**src/rtl/instr_encoder_if.sv**
```systemverilog
// Request and IMEM-write bundle for instr_encoder: slave is the encoder,
// master is the requester that also plays the IMEM write port.
interface instr_encoder_if #(parameter int ADDR_W = 32);
  logic              req_valid;
  logic              req_ready;
  logic [3:0]        req_class;
  logic [4:0]        req_rd;
  logic [4:0]        req_rs1;
  logic [4:0]        req_rs2;
  logic [2:0]        req_funct3;
  logic [6:0]        req_funct7;
  logic [11:0]       req_imm;
  logic              imem_we;
  logic              imem_ready;
  logic [ADDR_W-1:0] imem_addr;
  logic [31:0]       imem_wdata;

  modport master (
    output req_valid, req_class, req_rd, req_rs1, req_rs2,
           req_funct3, req_funct7, req_imm, imem_ready,
    input  req_ready, imem_we, imem_addr, imem_wdata
  );

  modport slave (
    input  req_valid, req_class, req_rd, req_rs1, req_rs2,
           req_funct3, req_funct7, req_imm, imem_ready,
    output req_ready, imem_we, imem_addr, imem_wdata
  );
endinterface

```
**src/rtl/instr_encoder.sv**
```systemverilog
// RV32I/F instruction assembler feeding IMEM writes through a word FIFO.
// Latency 1 from accept to imem_we; req_ready drops when the FIFO is full, an IMEM stall holds the head.
module fifo #(
  parameter int WIDTH = 32,
  parameter int DEPTH = 4
) (
  input  logic             clk,
  input  logic             rst_n,
  input  logic             push,
  input  logic [WIDTH-1:0] push_dat,
  input  logic             pop,
  output logic [WIDTH-1:0] pop_dat,
  output logic             empty,
  output logic             full
);
  localparam int AW = $clog2(DEPTH);

  logic [WIDTH-1:0] mem [DEPTH];
  logic [AW:0]      wr_ptr;
  logic [AW:0]      rd_ptr;

  // Extra pointer bit distinguishes full from empty when the indices match.
  assign empty   = (wr_ptr == rd_ptr);
  assign full    = (wr_ptr[AW] != rd_ptr[AW]) && (wr_ptr[AW-1:0] == rd_ptr[AW-1:0]);
  assign pop_dat = empty ? '0 : mem[rd_ptr[AW-1:0]];

  always_ff @(posedge clk or negedge rst_n) begin
    if (!rst_n) begin
      wr_ptr <= '0;
      rd_ptr <= '0;
    end else begin
      if (push && !full) wr_ptr <= wr_ptr + 1'b1;
      if (pop && !empty) rd_ptr <= rd_ptr + 1'b1;
    end
  end

  always_ff @(posedge clk) begin
    if (push && !full) mem[wr_ptr[AW-1:0]] <= push_dat;
  end
endmodule

module instr_encoder #(
  parameter int ADDR_W = 32,
  parameter int DEPTH  = 4
) (
  input  logic              clk,
  input  logic              rst_n,
  instr_encoder_if.slave    bus,
  input  logic              addr_load,
  input  logic [ADDR_W-1:0] base_addr,
  output logic              busy,
  output logic              err_illegal,
  output logic [15:0]       word_count
);
  typedef enum logic [3:0] {
    CL_LW, CL_SW, CL_R, CL_I, CL_BEQ, CL_FLW, CL_FSW, CL_FP,
    CL_FCVT_S_W, CL_FCVT_W_S, CL_FMV_W_X, CL_FMV_X_W
  } cls_t;

  typedef struct packed {
    logic [6:0] funct7;
    logic [4:0] rs2;
    logic [4:0] rs1;
    logic [2:0] funct3;
    logic [4:0] rd;
    logic [6:0] opcode;
  } rtype_t;

  cls_t              req_cls;
  rtype_t            enc;
  logic              illegal;
  logic              accept;
  logic              push_vld;
  logic              pop_vld;
  logic              empty;
  logic              full;
  logic [31:0]       head_dat;
  logic [ADDR_W-1:0] wr_addr;

  assign req_cls = cls_t'(bus.req_class);

  // Immediate layouts reuse the R-type slots: I puts imm in funct7:rs2,
  // S/B split theirs across funct7 and rd.
  always_comb begin
    enc         = '0;
    illegal     = 1'b0;
    enc.rd      = bus.req_rd;
    enc.rs1     = bus.req_rs1;
    enc.rs2     = bus.req_rs2;
    enc.funct3  = bus.req_funct3;
    enc.funct7  = bus.req_funct7;
    case (req_cls)
      CL_LW, CL_FLW: begin
        enc.opcode             = (req_cls == CL_LW) ? 7'b0000011 : 7'b0000111;
        enc.funct3             = 3'b010;
        {enc.funct7, enc.rs2}  = bus.req_imm;
      end
      CL_SW, CL_FSW: begin
        enc.opcode = (req_cls == CL_SW) ? 7'b0100011 : 7'b0100111;
        enc.funct3 = 3'b010;
        enc.funct7 = bus.req_imm[11:5];
        enc.rd     = bus.req_imm[4:0];
      end
      CL_R: enc.opcode = 7'b0110011;
      CL_I: begin
        enc.opcode             = 7'b0010011;
        {enc.funct7, enc.rs2}  = bus.req_imm;
      end
      CL_BEQ: begin
        // req_imm holds offset[12:1], so offset[n] sits at req_imm[n-1].
        enc.opcode = 7'b1100011;
        enc.funct3 = 3'b000;
        enc.funct7 = {bus.req_imm[11], bus.req_imm[9:4]};
        enc.rd     = {bus.req_imm[3:0], bus.req_imm[10]};
      end
      CL_FP: enc.opcode = 7'b1010011;
      CL_FCVT_S_W, CL_FCVT_W_S: begin
        enc.opcode = 7'b1010011;
        enc.funct7 = (req_cls == CL_FCVT_S_W) ? 7'b1101000 : 7'b1100000;
        enc.rs2    = 5'd0;
      end
      CL_FMV_W_X, CL_FMV_X_W: begin
        enc.opcode = 7'b1010011;
        enc.funct7 = (req_cls == CL_FMV_W_X) ? 7'b1111000 : 7'b1110000;
        enc.rs2    = 5'd0;
        enc.funct3 = 3'b000;
      end
      default: illegal = 1'b1;
    endcase
  end

  assign bus.req_ready  = !full;
  assign accept         = bus.req_valid && bus.req_ready;
  assign push_vld       = accept && !illegal;
  assign pop_vld        = bus.imem_we && bus.imem_ready;
  assign busy           = !empty;
  assign bus.imem_we    = busy;
  assign bus.imem_wdata = head_dat;
  assign bus.imem_addr  = wr_addr;

  fifo #(.WIDTH(32), .DEPTH(DEPTH)) u_fifo (
    .clk      (clk),
    .rst_n    (rst_n),
    .push     (push_vld),
    .push_dat (enc),
    .pop      (pop_vld),
    .pop_dat  (head_dat),
    .empty    (empty),
    .full     (full)
  );

  always_ff @(posedge clk or negedge rst_n) begin
    if (!rst_n) begin
      wr_addr     <= '0;
      word_count  <= '0;
      err_illegal <= 1'b0;
    end else begin
      // A load coinciding with a pop wins: that write already used the old address.
      if (addr_load)    wr_addr <= base_addr;
      else if (pop_vld) wr_addr <= wr_addr + ADDR_W'(4);
      if (pop_vld)      word_count <= word_count + 16'd1;
      if (accept && illegal) err_illegal <= 1'b1;
    end
  end
endmodule

```
**src/flat_wrapper.sv**
```systemverilog
// flat-port wrapper written by rule: the top's interface ports become plain ports
module instr_encoder_flat 
#(
  parameter int ADDR_W = 32,
  parameter int DEPTH  = 4
)
  (clk, rst_n, addr_load, base_addr, busy, err_illegal, word_count, bus_req_valid, bus_req_class, bus_req_rd, bus_req_rs1, bus_req_rs2, bus_req_funct3, bus_req_funct7, bus_req_imm, bus_imem_ready, bus_req_ready, bus_imem_we, bus_imem_addr, bus_imem_wdata);
  instr_encoder_if #(.ADDR_W(ADDR_W)) bus_i ();
  input  logic clk;
  input  logic rst_n;
  input  logic addr_load;
  input  logic [ADDR_W-1:0] base_addr;
  output logic busy;
  output logic err_illegal;
  output logic [15:0] word_count;
  input wire logic [$bits(bus_i.req_valid)-1:0] bus_req_valid;
  input wire logic [$bits(bus_i.req_class)-1:0] bus_req_class;
  input wire logic [$bits(bus_i.req_rd)-1:0] bus_req_rd;
  input wire logic [$bits(bus_i.req_rs1)-1:0] bus_req_rs1;
  input wire logic [$bits(bus_i.req_rs2)-1:0] bus_req_rs2;
  input wire logic [$bits(bus_i.req_funct3)-1:0] bus_req_funct3;
  input wire logic [$bits(bus_i.req_funct7)-1:0] bus_req_funct7;
  input wire logic [$bits(bus_i.req_imm)-1:0] bus_req_imm;
  input wire logic [$bits(bus_i.imem_ready)-1:0] bus_imem_ready;
  output wire logic [$bits(bus_i.req_ready)-1:0] bus_req_ready;
  output wire logic [$bits(bus_i.imem_we)-1:0] bus_imem_we;
  output wire logic [$bits(bus_i.imem_addr)-1:0] bus_imem_addr;
  output wire logic [$bits(bus_i.imem_wdata)-1:0] bus_imem_wdata;
  assign bus_i.req_valid = bus_req_valid;
  assign bus_i.req_class = bus_req_class;
  assign bus_i.req_rd = bus_req_rd;
  assign bus_i.req_rs1 = bus_req_rs1;
  assign bus_i.req_rs2 = bus_req_rs2;
  assign bus_i.req_funct3 = bus_req_funct3;
  assign bus_i.req_funct7 = bus_req_funct7;
  assign bus_i.req_imm = bus_req_imm;
  assign bus_i.imem_ready = bus_imem_ready;
  assign bus_req_ready = bus_i.req_ready;
  assign bus_imem_we = bus_i.imem_we;
  assign bus_imem_addr = bus_i.imem_addr;
  assign bus_imem_wdata = bus_i.imem_wdata;
  instr_encoder #(.ADDR_W(ADDR_W), .DEPTH(DEPTH)) u_core (.clk(clk), .rst_n(rst_n), .bus(bus_i), .addr_load(addr_load), .base_addr(base_addr), .busy(busy), .err_illegal(err_illegal), .word_count(word_count));
endmodule
```
**config.mk**
```make
export PLATFORM = sky130hd
export DESIGN_NAME = instr_encoder_flat
export DESIGN_NICKNAME = d
export VERILOG_FILES = /design/src/rtl/instr_encoder_if.sv /design/src/rtl/instr_encoder.sv /design/src/flat_wrapper.sv
export SDC_FILE = /design/constraint.sdc
export NUM_CORES = 1
export LEC_CHECK = 0
export CELL_PAD_IN_SITES_DETAIL_PLACEMENT = 0
export CELL_PAD_IN_SITES_GLOBAL_PLACEMENT = 2
export CORE_MARGIN = 1.5
export CORE_UTILIZATION = 35
export CTS_CLUSTER_SIZE = 24
export DETAILED_ROUTE_END_ITERATION = 6
export GPL_TIMING_DRIVEN = 0
export PLACE_DENSITY_LB_ADDON = 0.1
export SYNTH_ARGS = -nofsm -noshare
export SYNTH_HDL_FRONTEND = slang
export SYNTH_SLANG_ARGS = --single-unit
```
**constraint.sdc**
```tcl
create_clock -name clk -period 3.55 [get_ports clk]
set_input_delay 1.065 -clock clk [delete_from_list [all_inputs] [get_ports clk]]
set_output_delay 1.065 -clock clk [all_outputs]
set_load 0.005 [all_outputs]
```
==> run summary <==
The cell count of the worst reg-to-reg path was 5; the number of primary I/O pins was 162. The share of the cycle needed by the critical path after routing works out to 0.971. After filler insertion, the fill cell instance count of the layout stands at 2022. For the deepest clock path buffer count, the log shows 2. The worst max-slew margin expressed relative to the limit was 0.343. The finished layout holds 1131 standard cells, fillers aside.

The tools report the total half-perimeter wirelength after legalization and detailed placement as 14.8 mm. The tools report the startpoint type of the worst setup path as a flip-flop. The run finished with clean final reports. The tools report the start of the worst register-to-register path as u_core.u_fifo.rd_ptr[0]$_DFFE_PN0P_.

The path class of the tightest hold or removal check is reg -> reg. The count of final setup violators came out at 0. sky130_fd_sc_hd__edfxtp_1 is the most common cell in the netlist. After detailed routing, the total wire length is 21.0 mm. Via count of the first global-routing pass: 5859.

The number of cells on the worst hold path is 1, and the clock net sink count is 175. A synthesized cell averages 13.3 um^2. The number of antenna violations at the first check in global routing is 0, and the maximum clock frequency is 290 MHz. The summed instance area of the synthesized netlist was 8190 um^2; the iteration count of the initial detailed-routing pass was 5.

The power density over the cells works out to 705 nW/um^2. For flop-to-flop paths, the worst setup slack is 0.94 ns. Dividing the detail-routed via count by the number of cells gives 5.05.

The run gives 0.360 as the effective utilization at floorplan. TritonCTS built the clock tree. The logs give 24300 um^2 for the overall die area and 4 for the H-tree depth reported by CTS. The flop and latch count out of synthesis works out to 175. The maximum clock skew at final layout is 0.0151 ns.

The clock input transition at the sequential cells of the worst setup and hold paths came out at 0.07 ns. In the routed design, unresolved DRC markers number 0. The number of standard cells after synthesis came out at 615.

The die is 156 um wide. The tools report the register area as 4980 um^2. For the utilization of the core after routing, the log shows 0.486. The area share of the largest cell type after synthesis came out at 0.440.

The signed area change from the synthesized netlist to the final layout was 35.1%. The critical register-to-register path endpoint was u_core.u_fifo.mem[0][21]$_DFFE_PP_. The biggest area contributor in the post-synthesis netlist is sky130_fd_sc_hd__edfxtp_1.

The global routing usage summed across all routing layers was 0.180. For the worst-skew pair, the clock arrives at the later sink with an insertion delay of 0.43 ns. The die is 156 um tall. After synthesis, the cell types taking the most area are sky130_fd_sc_hd__edfxtp_1 44%, sky130_fd_sc_hd__dfrtp_1 17%, sky130_fd_sc_hd__mux4_2 8.2%, sky130_fd_sc_hd__xnor2_1 4.1%, sky130_fd_sc_hd__nand2_1 2.9%. The average routed wire per standard cell was 18.6 um. IR analysis of the VDD net gives a maximum drop of 0.385 mV.

At the end of the flow, the number of nets in the layout was 890. The proportion of synthesized chip area in sequential cells is 0.608, and the worst hold slack across all endpoints is 0.476 ns. The tools report the pin count of the biggest net entering global routing as 32. The run gives 54 as the number of distinct library cell variants in the gate-level netlist after synthesis.

The tools report the total power as 0.00780 W. The hold-critical path endpoint is u_core.word_count[15]$_DFFE_PN0P_. For this block, the initial DRC count from the detailed router was 257. For the arrival time at the worst endpoint, the log shows 2.38 ns. The first global-routing pass estimated 33.3 mm of wire.

In this run the tool buffered the top-level ports with 158 buffer cells. For the number of synthesis warnings, the log shows 0. Counting tap cells, the placed design contains a total of 1089 instances. Along the worst path, the maximum fanout reaches 10. The final critical path time including I/O delays and setup came out at 3.45 ns.

Setup total negative slack on the finished layout was measured at 0 ns. By count the netlist is led by 120 x sky130_fd_sc_hd__edfxtp_1, 63 x sky130_fd_sc_hd__nand2_1, 55 x sky130_fd_sc_hd__dfrtp_1. In this run, CTS created clock tree buffers numbering 17.

The fraction of layout instances using a drive strength above 1 was 0.152. The detail route stage leaves a number of antenna-violating nets equal to 0. The run gives 0 as the total count of hold-check failures in the final report. The number of nets handed over by synthesis was 700. The setup path with the least slack is of type reg -> out. Setup repair after global routing left no endpoint under its margin. The number of vias in the routed layout was 5710; the count of antenna diodes in the layout was 0.

At the pin with the least slew margin, the transition time is 0.979 ns. The share of flip-flops with an asynchronous set or reset is 0.314. The most used flip-flop cell after synthesis is sky130_fd_sc_hd__edfxtp_1. At the worst endpoint, the required time is 2.48 ns. The placer's final routability congestion estimate was 0.828. In this run the clock root is driven by a sky130_fd_sc_hd__clkbuf_16. Yosys mapped a number of flops with a built-in enable equal to 120. The cell row count is 55, and the footprint of the multi-input gates is 3090 um^2. The core region is 22800 um^2.

The total count of max-transition violations in the final report was 0. Summed over all layers, the global routing overflow is 0. The tool flagged a number of max-cap violations equal to 0.

STA classifies the critical path endpoint as an output pin. The tools report the hold path startpoint as u_core.word_count[15]$_DFFE_PN0P_. Summed over all cells, the static leakage comes to 3.95 nW.
## layout make-up
type,count,share of cell area
clock inverters,15,0.0171
inverters,14,0.00475
clock buffers,17,0.0384
repair buffers,171,0.153
well taps,313,0.0354
flip-flops and latches,175,0.450
plain buffers,36,0.0219
multi-input cells,390,0.279
## where the power goes
| part | switching [W] | internal [W] | total (W) |
|---|---|---|---|
| logic | 0.00131 | 0.00178 | 0.00309 |
| clock network | 0.000894 | 0.00102 | 0.00192 |
| registers | 0.000209 | 0.00258 | 0.00279 |
## cells by family (layout without fill, tap and decap cells)
kind of cell / after synthesis / after routing / synth area share
mux: 46 / 46 / 0.103
buf+inv: 50 / 253 / 0.0249
compound gates: 85 / 85 / 0.0687
xor+xnor: 51 / 51 / 0.0545
fa+ha+maj: 7 / 7 / 0.0107
flops: 175 / 175 / 0.608
simple gates: 200 / 200 / 0.130
other cells: 1 / 1 / 0.000458
## cell usage in the layout (no fill, tap or decap), drive strengths merged, types with 3 or more instances in the layout
cell	count
nand2b	6
a221oi	5
edfxtp	120
nor2b	34
nor2	21
a211oi	6
or2	3
a222oi	6
and4	3
xnor2	38
xor2	13
a22oi	5
clkdlybuf4s50	157
nand4	11
or4	3
a21o	5
a31oi	4
nand3	14
o21ai	31
nor4	16
mux2i	9
nand2	63
ha	7
inv	22
clkinv	5
buf	25
clkbuf	42
and2	6
mux4	30
mux2	7
dfrtp	55
or3	3
nor3	8
and3	3
a21oi	11
## through the flow
stage	setup WS [ns]	instance area, um^2
CTS	0.0137	10900
finish	0.103	11100
global placement	-0.501	10200
floorplan	0.599	8190
global route	0.00917	11100
detailed placement	-0.285	10200
## worst max-delay path, stage by stage, from the launching register on
cell	delay, ns
sky130_fd_sc_hd__dfrtp_1	0.46
sky130_fd_sc_hd__xor2_4	0.28
sky130_fd_sc_hd__nor3_4	0.08
sky130_fd_sc_hd__clkbuf_8	0.18
sky130_fd_sc_hd__clkbuf_8	0.17
sky130_fd_sc_hd__nor2b_1	0.23
sky130_fd_sc_hd__clkdlybuf4s50_1	0.56
## flip-flops by register name (all words and copies together), names as in the netlist
signal	flops
u_core.err_illegal	1
u_core.bus.imem_addr	32
u_core.u_fifo.rd_ptr	3
u_core.u_fifo.wr_ptr	3
u_core.word_count	16
u_core.u_fifo.mem	120
## worst max path at each step
stage,end,slack (ns),from,cells past startpoint
finish,bus_imem_wdata[23],0.10,u_core.u_fifo.rd_ptr[2]$_DFFE_PN0P_,6
global route,bus_imem_wdata[1],0.009,u_core.u_fifo.rd_ptr[2]$_DFFE_PN0P_,7
CTS,bus_imem_wdata[1],0.01,u_core.u_fifo.rd_ptr[1]$_DFFE_PN0P_,8
detailed placement,bus_imem_wdata[1],-0.29,u_core.u_fifo.rd_ptr[1]$_DFFE_PN0P_,8
global placement,u_core.u_fifo.mem[3][7]$_DFFE_PP_,-0.50,bus_req_valid,5
floorplan,bus_imem_wdata[1],0.60,u_core.u_fifo.rd_ptr[0]$_DFFE_PN0P_,5
## layer usage
layer | global-route usage | wire length (um) | up-vias
met5 | 0 | 0 | -
met4 | 0.0417 | 159 | 0
met2 | 0.298 | 10200 | 162
met1 | 0.246 | 9530 | 2862
li1 | - | - | 2675
met3 | 0.0342 | 1170 | 11
## timing repair
action / 4_1_cts / 5_1_grt
setup endpoints to repair: 33 / 22
hold endpoints to repair: 0 / 0
hold buffers: 0 / 0
gates resized for setup: 31 / 10
setup buffers: 1 / 9
cloned: 0 / 0
pin swaps: 1 / 2
Power figures use the tool's default switching activity.
==> edit (same flow settings) <==
Reset style: synchronous (`rst_n`), changed in 2 clocked blocks.
--- a/src/rtl/instr_encoder.sv
+++ b/src/rtl/instr_encoder.sv
@@ -26,3 +26,3 @@
 
-  always_ff @(posedge clk or negedge rst_n) begin
+  always_ff @(posedge clk) begin
     if (!rst_n) begin
@@ -151,3 +151,3 @@
 
-  always_ff @(posedge clk or negedge rst_n) begin
+  always_ff @(posedge clk) begin
     if (!rst_n) begin
Formal check against the unedited RTL: differs if rst_n is asserted again (counterexample within 4 cycles, from zero or initial values and one cycle with rst_n low); with rst_n held inactive, the same outputs for 4 cycles.
==> edit against the original RTL <==
Routed wire length increased by 0.19%; fmax increased by 0.16%; setup slack improved by 0.0055 ns; final area decreased by 1.9%; area after synthesis decreased by 0.21%; die area decreased by 0.21%; via count decreased by 0.49%; sequential cell count increased by 2; clock skew about the same; critical endpoint is now bus_imem_wdata[1].
Power is not compared: it rests on default switching activity, and its combinational part moved more than twofold at a synthesized area within 25%.
==> edit: results (changes against the original RTL) <==
post-synthesis adder-cell area fraction = 1.071% (+0.0023 points)
xor-xnor portion of the synthesized cell area = 5.249% (-0.20 points)
fillers = 2,073 (+2.5%)
Initial DRC Count = 328 (+28%)
Slew headroom = 29.05% (-5.3 points)
Cells after Synth = 642 (+4.4%)
worst hold path type = reg2reg
Hold WS = 0.4720 ns (-0.004231 ns)
Routed WL = 21.07 mm (+0.19%)
largest net degree at the start of global routing = 32 (unchanged)
hold path start = u_core.err_illegal
share of cells above drive strength 1 = 12.59% (-2.6 points)
Reg2Reg Depth = 7 (+2)
CP startpoint = u_core.u_fifo.rd_ptr[1]
reg2reg setup slack = 0.93 ns
top cells by count, synth = edfxtp_1 (120), dfxtp_1 (57), and2_1 (51)
ant diodes = 0 (unchanged)
RePlAce Congestion = 0.8466 (+2.3%)
Reg-to-Reg Start = u_core.u_fifo.wr_ptr[1]
hpwl dp = 14.86 mm (about the same)
Synth Area in Compound Gates = 9.412% (+2.5 points)
critical path endpoint = bus_imem_wdata[1]
GRT Resource Usage Total = 17.94% (-0.060 points)
worst-skew pair later-pin latency = 0.44 ns
Reg2Reg Capture Point = u_core.bus.imem_addr[22]
Worst Path Arrival = 2.38 ns (about the same)
Hold Path End = u_core.err_illegal
Buffers on Ports = 157 (-0.63%)
Area after DPL = 10,140 um^2 (-0.66%)
synth top area cells = edfxtp_1 (44%), dfxtp_1 (14%), mux4_2 (8.3%), xnor2_1 (4.3%), and2_1 (3.9%)
syn nets = 727 (+3.9%)
pre-CTS setup slack = -0.3534 ns (-0.06809 ns)
Final Cycle Share = 96.94% (-0.15 points)
Initial DRT Pass Iterations = 4 (-1)
asr flop ratio synth = 0% (-31 points)
post-synthesis mux area share = 10.22% (-0.085 points)
first-pass GRT wire length = 32.97 mm (-0.87%)
nets = 906 (+1.8%)
run status = complete, no violations
clock slew at reported path FFs = 0.07 ns (about the same)
DR vias/cell = 4.954 (-1.9%)
Seq/Total Area, Yosys = 58.03% (-2.7 points)
final non-filler cell total = 1,147 (+1.4%)
total leakage power = 3.704 nW
initial antenna violation count = 0 (unchanged)
Clock Skew = 0.01499 ns (-0.0001231 ns)
Clock Tree Root = clkbuf_16
max FFs per register = 120 (unchanged)
number of global-route vias before repair = 5,801 (-0.99%)
synth unique cells = 53 (-1.9%)
-- edit: cell types whose count changed after synthesis, moves of 7 or more --
cell	change
a21oi_1	+27
and2_1	+45
dfrtp_1	-55
dfxtp_1	+57
mux2_2	-7
mux2i_1	+7
nand2_1	-36
nor2b_1	-24
nor3_1	+7
nor4_1	-12
-- edit: stage by stage --
stage / util, % / setup TNS [ns]
2_1_floorplan: - / 0
3_3_place_gp: 44.51 / -57.92
5_1_grt: 47.68 / 0
6_report: 47.68 / 0
3_5_place_dp: 44.53 / -8.227
4_1_cts: 47.57 / 0
-- edit: worst max-delay path, cell delays in order, from the launching register on --
cell and delay [ns]:
dfxtp_1 0.43, xor2_2 0.24, nor3_4 0.06, inv_2 0.14, clkbuf_4 0.24, and2_1 0.21
buf_4 0.13, clkdlybuf4s50_1 0.48
-- edit: logic make-up (layout without fill, tap and decap cells) --
group	Yosys count	after routing
simple gates	187	187
fa+ha+maj	7	7
xor+xnor	49	49
compound gates	122	122
flops	177	177
mux	46	46
buf+inv	53	245
other cells	1	1
-- edit: where the power goes --
part	switching (mW)	internal [mW]
logic	0.535	0.689
registers	0.0658	2.32
clock network	0.951	0.966
-- edit: area by class of cell --
class                      instances  area share, %
multi-input combinational        412          29.87
tap                              313          3.606
buffer                            39          1.878
clock inverter                    15          1.820
sequential                       177          43.74
timing repair buffer             160          14.68
inverter                          14         0.4839
clock buffer                      17          3.917
-- edit: routing by layer --
metal	vias to the layer above	wire, um	global-route usage [%]
met5	-	0	0
met4	0	150	4.535
met3	11	707	3.333
met2	118	10080	28.83
met1	2803	10130	25.04
li1	2750	-	-
-- edit: timing repair --
action	in CTS	in global routing
buffers inserted	3	0
hold buffers	0	0
pin swaps	3	0
setup endpoints to repair	33	29
resized for setup	21	10
